File: src/rtl/medidor_pkg.sv
// Shared definitions for the period meter: FSM state encoding and the in-range compare.
package medidor_pkg;

  typedef enum logic {
    IDLE  = 1'b0,
    MEDIR = 1'b1
  } estado_t;

  // Callers zero-extend their operands to this width before comparing.
  localparam int CMP_W = 32;

  // The difference is taken one bit wider than the operands so that neither
  // ordering of medida/esperado can underflow.
  function automatic logic en_rango_calc(input logic [CMP_W-1:0] medida,
                                         input logic [CMP_W-1:0] esperado,
                                         input logic [CMP_W-1:0] tol);
    logic [CMP_W:0] diff;
    if (medida >= esperado) diff = {1'b0, medida} - {1'b0, esperado};
    else                    diff = {1'b0, esperado} - {1'b0, medida};
    return (diff <= {1'b0, tol});
  endfunction

endpackage

File: src/rtl/sincronizador_flanco.sv
// Front end of the period meter: 2-FF synchronizer, optional stability filter
// (enabled by macro MEDIDOR_FILTRO_GLITCH_EN) and a registered rising-edge pulse.
module sincronizador_flanco
  import medidor_pkg::*;
#(
  parameter int FILTRO_N = 4
) (
  input  logic clk,
  input  logic reset_n,
  input  logic senal_in,
  output logic flanco
);

  if (FILTRO_N < 1) begin : g_cfg_err
    $error("sincronizador_flanco: FILTRO_N must be at least 1");
  end

  logic sync_p0;
  logic sync_p1;
  logic nivel;
  logic nivel_d;

  // Stage boundary: asynchronous input into the clk domain.
  always_ff @(posedge clk) begin
    if (!reset_n) begin
      sync_p0 <= 1'b0;
      sync_p1 <= 1'b0;
    end else begin
      sync_p0 <= senal_in;
      sync_p1 <= sync_p0;
    end
  end

`ifdef MEDIDOR_FILTRO_GLITCH_EN
  localparam int FW = $clog2(FILTRO_N + 1);

  logic [FW-1:0] estable;
  logic          nivel_q;

  // Stage boundary: the filtered level follows sync_p1 only after it has
  // disagreed with the current level for FILTRO_N consecutive cycles.
  always_ff @(posedge clk) begin
    if (!reset_n) begin
      nivel_q <= 1'b0;
      estable <= '0;
    end else if (sync_p1 == nivel_q) begin
      estable <= '0;
    end else if (estable == FW'(FILTRO_N - 1)) begin
      nivel_q <= sync_p1;
      estable <= '0;
    end else begin
      estable <= estable + FW'(1);
    end
  end

  assign nivel = nivel_q;
`else
  assign nivel = sync_p1;
`endif

  // Stage boundary: registered rising-edge detect.
  always_ff @(posedge clk) begin
    if (!reset_n) begin
      nivel_d <= 1'b0;
      flanco  <= 1'b0;
    end else begin
      nivel_d <= nivel;
      flanco  <= nivel & ~nivel_d;
    end
  end

endmodule

File: src/rtl/medidor_periodo.sv
// Period meter for a slow square wave sampled in the clk domain; flags range and loss of signal.
// Optional glitch filter in the front end is enabled by macro MEDIDOR_FILTRO_GLITCH_EN.
module medidor_periodo
  import medidor_pkg::*;
#(
  parameter int CNT_W    = 26,
  parameter int ESPERADO = 50_000_000,
  parameter int TOL      = 500_000,
  parameter int TIMEOUT  = 60_000_000,
  parameter int FILTRO_N = 4
) (
  input  logic             clk,
  input  logic             reset_n,
  input  logic             senal_in,
  output logic [CNT_W-1:0] periodo,
  output logic             periodo_valido,
  output logic             en_rango,
  output logic             senal_presente,
  output logic             perdida
);

  // The counter stops at TIMEOUT, so it can only avoid wrapping if TIMEOUT fits.
  if (CNT_W > CMP_W || longint'(TIMEOUT) >= (longint'(1) << CNT_W)) begin : g_cfg_err
    $error("medidor_periodo: TIMEOUT must be < 2**CNT_W and CNT_W <= 32");
  end

  localparam logic [CNT_W-1:0] TIMEOUT_C = CNT_W'(TIMEOUT);
  localparam logic [CNT_W-1:0] UNO       = CNT_W'(1);

  estado_t          estado, estado_d;
  logic [CNT_W-1:0] cuenta, cuenta_d;
  logic [CNT_W-1:0] periodo_d;
  logic             valido_d, rango_d, presente_d, perdida_d;
  logic             flanco;

  sincronizador_flanco #(
    .FILTRO_N (FILTRO_N)
  ) u_sinc (
    .clk      (clk),
    .reset_n  (reset_n),
    .senal_in (senal_in),
    .flanco   (flanco)
  );

  always_comb begin
    estado_d   = estado;
    cuenta_d   = cuenta;
    periodo_d  = periodo;
    valido_d   = 1'b0;
    rango_d    = en_rango;
    presente_d = senal_presente;
    perdida_d  = 1'b0;
    case (estado)
      IDLE: begin
        // First edge only arms the measurement.
        if (flanco) begin
          cuenta_d = UNO;
          estado_d = MEDIR;
        end
      end
      MEDIR: begin
        // An edge on the timeout cycle is still a valid measurement.
        if (flanco) begin
          periodo_d  = cuenta;
          valido_d   = 1'b1;
          rango_d    = en_rango_calc(CMP_W'(cuenta), CMP_W'(ESPERADO), CMP_W'(TOL));
          presente_d = 1'b1;
          cuenta_d   = UNO;
        end else if (cuenta == TIMEOUT_C) begin
          perdida_d  = 1'b1;
          presente_d = 1'b0;
          rango_d    = 1'b0;
          cuenta_d   = '0;
          estado_d   = IDLE;
        end else begin
          cuenta_d   = cuenta + UNO;
        end
      end
      default: estado_d = IDLE;
    endcase
  end

  // Stage boundary: FSM state, counter and output registers.
  always_ff @(posedge clk) begin
    if (!reset_n) begin
      estado         <= IDLE;
      cuenta         <= '0;
      periodo        <= '0;
      periodo_valido <= 1'b0;
      en_rango       <= 1'b0;
      senal_presente <= 1'b0;
      perdida        <= 1'b0;
    end else begin
      estado         <= estado_d;
      cuenta         <= cuenta_d;
      periodo        <= periodo_d;
      periodo_valido <= valido_d;
      en_rango       <= rango_d;
      senal_presente <= presente_d;
      perdida        <= perdida_d;
    end
  end

endmodule
File: config.mk
export PLATFORM = sky130hd
export DESIGN_NAME = medidor_periodo
export DESIGN_NICKNAME = d
export VERILOG_FILES = /design/src/rtl/medidor_pkg.sv /design/src/rtl/sincronizador_flanco.sv /design/src/rtl/medidor_periodo.sv
export SDC_FILE = /design/constraint.sdc
export NUM_CORES = 1
export LEC_CHECK = 0
export ABC_AREA = 0
export BUFFER_PORTS_ARGS = -buffer_cell sky130_fd_sc_hd__buf_4
export CORE_MARGIN = 1
export CORE_UTILIZATION = 30
export DETAILED_ROUTE_END_ITERATION = 8
export PLACE_DENSITY_LB_ADDON = 0.05
export RECOVER_POWER = 50
export SYNTH_ARGS = -nofsm -noshare
export SYNTH_HDL_FRONTEND = slang
export SYNTH_SLANG_ARGS = --single-unit
File: constraint.sdc
create_clock -name clk -period 3.1 [get_ports clk]
set_input_delay 0 -clock clk [delete_from_list [all_inputs] [get_ports clk]]
set_output_delay 0 -clock clk [all_outputs]
set_load 0.02 [all_outputs]
==> results of run 1 <==
-- cells by family (layout without fill, tap and decap cells) --
logic type | Yosys count | count (layout)
AO/OA/AOI/OAI | 141 | 141
XOR/XNOR | 10 | 10
flip-flops | 61 | 61
multiplexers | 6 | 6
adder cells (fa/ha/maj) | 7 | 7
buffers and inverters | 54 | 99
AND/OR/NAND/NOR | 238 | 238
-- layout by cell type (no fill, tap or decap), types with 10 or more instances in the layout --
cell type | Yosys | final
nand3_1 | 10 | 10
a21oi_1 | 31 | 30
nor3_1 | 16 | 16
o21ai_0 | 25 | 24
dfxtp_1 | 61 | 61
a21boi_0 | 31 | 31
clkbuf_1 | 35 | 34
nand2_1 | 89 | 89
nor2b_1 | 11 | 11
buf_4 | 2 | 44
nor2_1 | 37 | 36
-- routing by layer --
metal | vias up | wire length (µm) | track usage, %
met1 | 1879 | 6010 | 27.0
met4 | 0 | 302 | 8.80
met2 | 102 | 5890 | 32.9
met3 | 23 | 458 | 3.82
met5 | - | 0 | 0
li1 | 1928 | - | -
-- critical path, cell delays in order (launching register included) --
cell and delay, ps:
dfxtp_1 310, inv_1 80, ha_2 200, or4b_4 500
a211oi_4 280, nor2_4 110, or2_1 230, buf_4 180
o311ai_1 300, o2111ai_1 180, a2111oi_2 310, o22a_1 190
-- state kept, by name (all words and copies together), names as in the netlist --
register and cells:
u_sinc.nivel_d 1, cuenta 26, senal_presente 1, periodo 26
periodo_valido 1, estado 1, u_sinc.sync_p0 1, u_sinc.flanco 1
perdida 1, en_rango 1, u_sinc.nivel 1
-- layout make-up --
cell class | count | area (µm²) | area share (%)
Clock inverter | 2 | 10.0 | 0.215
Sequential cell | 61 | 1220 | 26.3
Multi-Input combinational cell | 402 | 2460 | 53.0
Inverter | 7 | 26.3 | 0.565
Tap cell | 172 | 215 | 4.63
Timing Repair Buffer | 77 | 464 | 9.98
Clock buffer | 13 | 250 | 5.38
-- final timing paths --
kind	startpoint	end	cells past startpoint
worst min-delay path	reset_n	cuenta[25]	2
worst max register to register	cuenta[7]	en_rango	11
worst min register to register	u_sinc.nivel_d	u_sinc.flanco	1
worst max-delay path	cuenta[7]	en_rango	11
-- power groups by stage --
stage          Combinational [mW]  Clock (mW)  Sequential [mW]
2_1_floorplan              0.0520           0            0.807
3_3_place_gp               0.0800           0            0.808
3_5_place_dp               0.0792           0            0.808
4_1_cts                    0.0806       0.939            0.791
5_1_grt                    0.0882       0.967            0.791
6_report                   0.0796       0.903            0.792
-- metrics by stage --
stage	setup WS, ps	std cells	hold WS, ps
after floorplan	114	517	127
after global placement	81.2	718	210
after detailed placement	60.9	718	220
after CTS	29.8	734	158
after global routing	1.60	734	212
final	174	734	163
-- repair_timing --
action / in CTS / in global routing
hold buffers: 1 / 0
hold endpoints to repair: 1 / 0
setup buffers: 0 / 0
resized for setup: 0 / 6
endpoints found under the setup margin: 0 / 1
==> results.md, run 1 <==
- Post-synthesis adder-cell area fraction: 2.25%
- Fin Setup TNS: 0 ps
- Most numerous cell in the Yosys netlist: nand2_1
- 1st-iter DRT viols: 252
- Initial antenna violation count: 0
- Mux share of post-synthesis cell area: 1.58%
- CTS clock-pin slew for the worst setup and hold paths: 50 ps
- Largest cells by area after synthesis: dfxtp_1, nand2_1, a21boi_0
- Pint: 1.38 mW
- Total power per unit cell area: 382 mW/mm²
- R2R setup slack: 170 ps
- Routed vias: 3932
- TritonCTS clock tree: yes
- CTS sink cnt: 61
- Row Count: 41
- EDFF count, synth: 0
- Worst-skew pair later-pin latency: 340 ps
- Initial Utilization: 30.8%
- Post-synthesis instance total: 517
- Clock power frac: 50.9%
- Pin count of the biggest net entering global routing: 58
- Clock buffer count from CTS: 9
- Drt pass-1 iters: 5
- # setup viols final: 0
- CP max FO: 9
- Post-route total power: 1.77 mW
- Nets: 568
- Synth Warn #: 0
- H-tree levels: 3
- Share of post-route cells with drive strength above 1: 13.7%
- # diodes: 0
- Post-Syn Area: 0.00389 mm²
- Die Span X: 116 µm
- Crit start category: flip-flop
- Kind of critical path: reg2reg
- Routed wire length: 12700 µm
- Main combinational cell family by area after synthesis: simple AND/OR/NAND/NOR gates
- Area leader, netlist: dfxtp_1
- Layout fillers: 1395
- Max Slew Vio Count: 0
- Clock Path Buffers: 2
- DP Area: 0.00447 mm²
- Compound-Gate Fraction of Synth Area: 24.9%
- Final period util: 94.4%
- Final Hold Viols: 0
- Gpl congestion: 0.878
- Synthesized net count: 527
- VDD IR-drop max: 0.242 mV
- First-pass GRT wire length: 20800 µm
- GR Util All Layers: 20.6%
- WP data arrival: 3210 ps
- Drc violations: 0
- Ys async rst share: 0%
- Wire per inst: 17.3 µm
- Layout area overhead: 19.4%
- Commonest cells in the netlist: nand2_1, dfxtp_1, nor2_1, clkbuf_1
- Unique cell type count in the Yosys netlist: 70
- Combinational share of power: 4.5%
- GRT overflow: 0
- Sw Pwr: 0.399 mW
- Worst slew margin relative to its limit: 11.7%
- Port Buf Inserts: 32
- Peak Freq: 342 MHz
- Switching share of power: 22.5%
- Xor/xnor share of the synthesized area: 2.25%
- Vias in the first global route: 3817
- Max-Cap Viols: 0
- Clk_skew: 6.87 ps
- RSZ-0062 raised after global routing: no
- Crit. End Element: flip-flop
- Worst-Margin Slew: 1320 ps
- Syn_area_per_cell: 7.53 µm²
- # IOs: 33
- Post-synthesis sequential area ratio: 31.4%
- Flops & latches, synth: 61
- Cell area after layout: 0.00465 mm²
- Post-detail-place hpwl: 8980 µm
- Fin util: 36.8%
- Vias per std cell: 5.36
- HP Class: in2reg
- Clock Root Buffer: clkbuf_16
- Synth Flop Type: dfxtp_1
- Lkg Pwr: 1.60 nW
- Die height: 116 µm
- Core area: 0.0126 mm²
- Run status: finished, final reports clean
- DRT antenna net count: 0
- Simple-gate share of the synthesized area: 31.6%
- Sequential share of power: 44.6%
- Die Footprint: 0.0134 mm²
- Minimum clock period: 2930 ps
- Top cell type's share of synthesized area: 31.4%
- CP Data Required Time: 3380 ps
No activity file was read; power rests on OpenSTA's default activity.
==> run 2, diff against run 1 <==
==> constraint.sdc (replaced) <==
create_clock -name clk -period 3.1 [get_ports clk]
set_input_delay 0.155 -clock clk [delete_from_list [all_inputs] [get_ports clk]]
set_output_delay 0.155 -clock clk [all_outputs]
set_load 0.02 [all_outputs]
==> run 2 against run 1 <==
The flow now finishes with violations (max-capacitance violations, max-slew violations). Largest power group unchanged. Register-to-register slack about the same. Critical path depth stayed put. Maximum frequency up 0.25%. Count of clock-buffer cells in the layout stayed put. Clock power barely moved. First-iteration DRC count rose by 2.0%. Sequential cell count unchanged.
==> results.md, run 2 (synthesis gave the netlist of run 1 again) <==
- Run status: finished with violations
- Failing checks: max-capacitance violations, max-slew violations
- Die Footprint: 0.0134 mm²
- GRT overflow: 0
- DRT antenna net count: 0
- Worst-path cell chain: inv_1, ha_2, or4b_4, a211oi_4, nor2_4, or2_1, buf_4, o311ai_1, o2111ai_1, a2111oi_2, o22a_1
- Minimum clock period: 2920 ps
- Worst-skew pair later-pin latency: 340 ps
- Lkg Pwr: 1.60 nW
- RSZ-0062 raised after global routing: no
- HP Class: in2reg
- # IOs: 33
- WP data arrival: 3200 ps
- GR Util All Layers: 20.6%
- Final period util: 94.2%
- Clock buffer count from CTS: 9
- Kind of critical path: reg2reg
- CTS sink cnt: 61
- Pin count of the biggest net entering global routing: 58
- Drc violations: 0
- R2R setup slack: 180 ps
- CP max FO: 9
- Worst setup margin: 181 ps
- Crit start category: flip-flop
- Crit path launch: cuenta[7]
- Worst slew margin relative to its limit: -47.6%
- Routed wire length: 12700 µm
- TritonCTS clock tree: yes
- Slowest cell on crit path: or4b_4
- Sequential share of power: 44.6%
- First-pass GRT wire length: 20800 µm
- Final Hold Viols: 0
- Combinational share of power: 4.5%
- Vias in the first global route: 3814
- Clk_skew: 6.66 ps
- Reg-to-reg endpoint: en_rango
- Routed vias: 3913
- VDD IR-drop max: 0.242 mV
- Post-detail-place hpwl: 8980 µm
- Initial Utilization: 30.8%
- Cell area after layout: 0.00464 mm²
- Worst-Margin Slew: 2210 ps
- Max Slew Vio Count: 58
- Core area: 0.0126 mm²
- Layout area overhead: 19.2%
- Peak Freq: 343 MHz
- Most frequent cells in the layout: nand2_1, dfxtp_1, buf_4, nor2_1, clkbuf_1
- Crit. End Element: flip-flop
- Pre-CTS setup slack: 60.9 ps
- # setup viols final: 0
- H-tree levels: 3
- Clock Path Buffers: 2
- Share of post-route cells with drive strength above 1: 13.7%
- Post-Layout Cell Count: 733
- Vias per std cell: 5.34
- Sw Pwr: 0.398 mW
- Switching share of power: 22.4%
- CP Data Required Time: 3380 ps
- 1st-iter DRT viols: 257
- Most common cell after layout, fill and taps aside: nand2_1
- Fin util: 36.8%
- Die Span X: 116 µm
- DP Area: 0.00447 mm²
- Dpl cells: 718
- Max-Cap Viols: 1
- Cells on worst reg2reg path: 11
- Initial antenna violation count: 0
- R2R Path Start: cuenta[7]
- # diodes: 0
- Nets: 567
- Pint: 1.38 mW
- Worst hold margin: 27.8 ps
- Slowest cell delay on critical path: 500 ps
- End of the critical path: en_rango
- Drt pass-1 iters: 5
- Clock power frac: 50.9%
- Hold Buf Count CTS: 0
- Row Count: 41
- CTS clock-pin slew for the worst setup and hold paths: 50 ps
- Post-route total power: 1.77 mW
- Total power per unit cell area: 382 mW/mm²
- Wire per inst: 17.3 µm
- Port Buf Inserts: 32
- Die height: 116 µm
- Clock Root Buffer: clkbuf_16
- Gpl congestion: 0.878
- Fin Setup TNS: 0 ps
- Largest regs: cuenta: 26 flops, periodo: 26 flops
-- run 2: power groups by stage --
stage | combinational, mW | clock, mW | sequential, mW
global route | 0.0887 | 0.967 | 0.791
detailed placement | 0.0792 | 0 | 0.808
CTS | 0.0796 | 0.939 | 0.791
global placement | 0.0800 | 0 | 0.808
floorplan | 0.0520 | 0 | 0.807
finish | 0.0798 | 0.902 | 0.792
-- run 2: cell type report --
type / count / area, µm²
sequential: 61 / 1220
fill: 1396 / 7980
timing repair buffer: 76 / 454
inverter: 7 / 26.3
clock buffer: 13 / 250
multi-input combinational: 402 / 2460
clock inverter: 2 / 10.0
tap: 172 / 215
-- run 2: critical path: cells and delay by family (launching register included) --
family                     cells  cell delay (ps)
buffers and inverters          2              260
AOI/OAI and AO/OA              5             1250
DFF                            1              310
and+or+nand+nor                3              840
adders and majority gates      1              200
-- run 2: how the worst min path moves through the flow --
stage | startpoint | cells after the start | end
after detailed placement | u_sinc.nivel_d | 1 | u_sinc.flanco
after floorplan | senal_in | 1 | u_sinc.sync_p0
after CTS | senal_in | 2 | u_sinc.sync_p0
after global routing | senal_in | 2 | u_sinc.sync_p0
after global placement | senal_in | 2 | u_sinc.sync_p0
final | senal_in | 2 | u_sinc.sync_p0
-- run 2: what timing repair did --
| action | in CTS | in global routing |
|---|---|---|
| resized for setup | 0 | 6 |
| endpoints found under the setup margin | 0 | 1 |
| hold endpoints to repair | 0 | 0 |
| setup buffers | 0 | 0 |
-- run 2: per-layer routing --
metal  vias up  share of wire (%)  GRT usage [%]
li1       1932                  -              -
met1      1858                 47           27.0
met2        99                 46           32.9
met3        24                4.1           3.82
met4         0                2.5           8.80
met5         -                  0              0
==> run 3, diff against run 2 <==
--- a/config.mk
+++ b/config.mk
@@ -9,6 +9,7 @@
 export BUFFER_PORTS_ARGS = -buffer_cell sky130_fd_sc_hd__buf_4
 export CORE_MARGIN = 1
 export CORE_UTILIZATION = 30
+export CTS_BUF_LIST = sky130_fd_sc_hd__clkbuf_16
 export DETAILED_ROUTE_END_ITERATION = 8
 export PLACE_DENSITY_LB_ADDON = 0.05
 export RECOVER_POWER = 50
==> constraint.sdc (replaced) <==
create_clock -name clk -period 3.1 [get_ports clk]
set_input_delay 0.155 -clock clk [delete_from_list [all_inputs] [get_ports clk]]
set_output_delay 0.155 -clock clk [all_outputs]
set_load 0.005 [all_outputs]
==> run 3 against run 2 <==
The flow still finishes with violations (max-capacitance violations, max-slew violations). Clock skew about the same. Maximum frequency fell by 0.24%. Sequential share of layout area decreased by 0.55 points. Final area up 2.1%. Die area unchanged. Sequential cell count unchanged. Total power fell by 2.0%. Routed wire length about the same. Critical path type unchanged. Highest routed layer unchanged.
==> results.md, run 3 (synthesis gave the netlist of run 1 again) <==
- Total power per unit cell area: 367 mW/mm²
- Worst slew margin relative to its limit: -50.6%
- Initial Utilization: 30.8%
- Clock Path Buffers: 2
- Post-route total power: 1.74 mW
- # diodes: 0
- Most common cell after layout, fill and taps aside: nand2_1
- Worst-skew pair later-pin latency: 340 ps
- Port Buf Inserts: 32
- Kind of critical path: reg2reg
- First-pass GRT wire length: 20800 µm
- Minimum clock period: 2930 ps
- Wire per inst: 17.3 µm
- TritonCTS clock tree: yes
- DRT antenna net count: 0
- GRT overflow: 0
- Crit start category: flip-flop
- Clock buffer count from CTS: 9
- CTS sink cnt: 61
- Run status: finished with violations
- CP max FO: 9
- Nets: 567
- Routed vias: 3930
- Die Span X: 116 µm
- Fin Setup TNS: 0 ps
- HP Class: in2reg
- Core area: 0.0126 mm²
- WP data arrival: 3210 ps
- Row Count: 41
- CP Data Required Time: 3380 ps
- Lkg Pwr: 1.71 nW
- 1st-iter DRT viols: 245
- Worst setup margin: 174 ps
- Gpl congestion: 0.878
- Die Footprint: 0.0134 mm²
- Clk_skew: 6.93 ps
- H-tree levels: 3
- Initial antenna violation count: 0
- Clock Root Buffer: clkbuf_16
- Pre-CTS setup slack: 60.9 ps
- Most frequent cells in the layout: nand2_1, dfxtp_1, buf_4, nor2_1, a21boi_0
- CTS clock-pin slew for the worst setup and hold paths: 50 ps
- VDD IR-drop max: 0.231 mV
- Crit. End Element: flip-flop
- # IOs: 33
- Worst hold margin: 28.0 ps
- Drt pass-1 iters: 5
- Routed wire length: 12700 µm
- # setup viols final: 0
- Final Hold Viols: 0
- Final period util: 94.4%
- Die height: 116 µm
- Pin count of the biggest net entering global routing: 58
- Largest regs: cuenta: 26 flops, periodo: 26 flops
- Layout area overhead: 21.7%
- Max Slew Vio Count: 58
- Failing checks: max-capacitance violations, max-slew violations
- Drc violations: 0
- Post-detail-place hpwl: 8980 µm
- Vias per std cell: 5.36
- Peak Freq: 342 MHz
- Max-Cap Viols: 1
- Share of post-route cells with drive strength above 1: 18.7%
- Hold Buf Count CTS: 0
- GR Util All Layers: 20.6%
- Vias in the first global route: 3810
- Worst-Margin Slew: 2260 ps
- RSZ-0062 raised after global routing: no
run 3: per-layer routing:
metal  wire (µm)  up-vias  global-route usage, %
met1        5960     1867                   27.0
met4         302        0                   8.80
met2        5880      111                   32.9
met3         510       23                   3.82
met5           0        -                      0
li1            -     1929                      -
run 3: power breakdown:
part / internal [mW] / switching [mW] / total [mW]
combinational: 0.0323 / 0.0479 / 0.0802
clock: 0.520 / 0.347 / 0.867
sequential: 0.789 / 0.00310 / 0.792
total: 1.34 / 0.398 / 1.74
run 3: path summary, 6_finish.rpt:
path                            depth (start not counted)  slack [ps]        endpoint            from
worst max-delay path                                   11         170        en_rango       cuenta[7]
worst min-delay path                                    2          30  u_sinc.sync_p0        senal_in
worst max register to register                         11         170        en_rango       cuenta[7]
worst min register to register                          1         380   u_sinc.flanco  u_sinc.nivel_d
run 3: cell type report:
class,count,area [µm²]
clock inverter,6,25.0
inverter,7,26.3
sequential,61,1220
timing repair buffer,76,563
tap,172,215
clock buffer,9,225
multi-input combinational,402,2460
fill,1369,7880
run 3: critical path: stages, from the launching register on:
cell	delay, ps
dfxtp_1	310
inv_1	80
ha_2	200
or4b_4	500
a211oi_4	280
nor2_4	110
or2_1	230
buf_4	180
o311ai_1	300
o2111ai_1	180
a2111oi_2	310
o22a_1	190
run 3: timing repair:
item / in CTS / in global routing
setup buffers: 0 / 0
setup endpoints to repair: 0 / 1
endpoints found under the hold margin: 0 / 0
gates resized for setup: 0 / 6
run 3: metrics by stage:
stage / utilization (%) / instances / instance area, µm²
3_5_place_dp: 35.4 / 718 / 4470
4_1_cts: 37.4 / 733 / 4720
2_1_floorplan: - / 517 / 3890
6_report: 37.5 / 733 / 4740
3_3_place_gp: 35.4 / 718 / 4470
5_1_grt: 37.5 / 733 / 4740
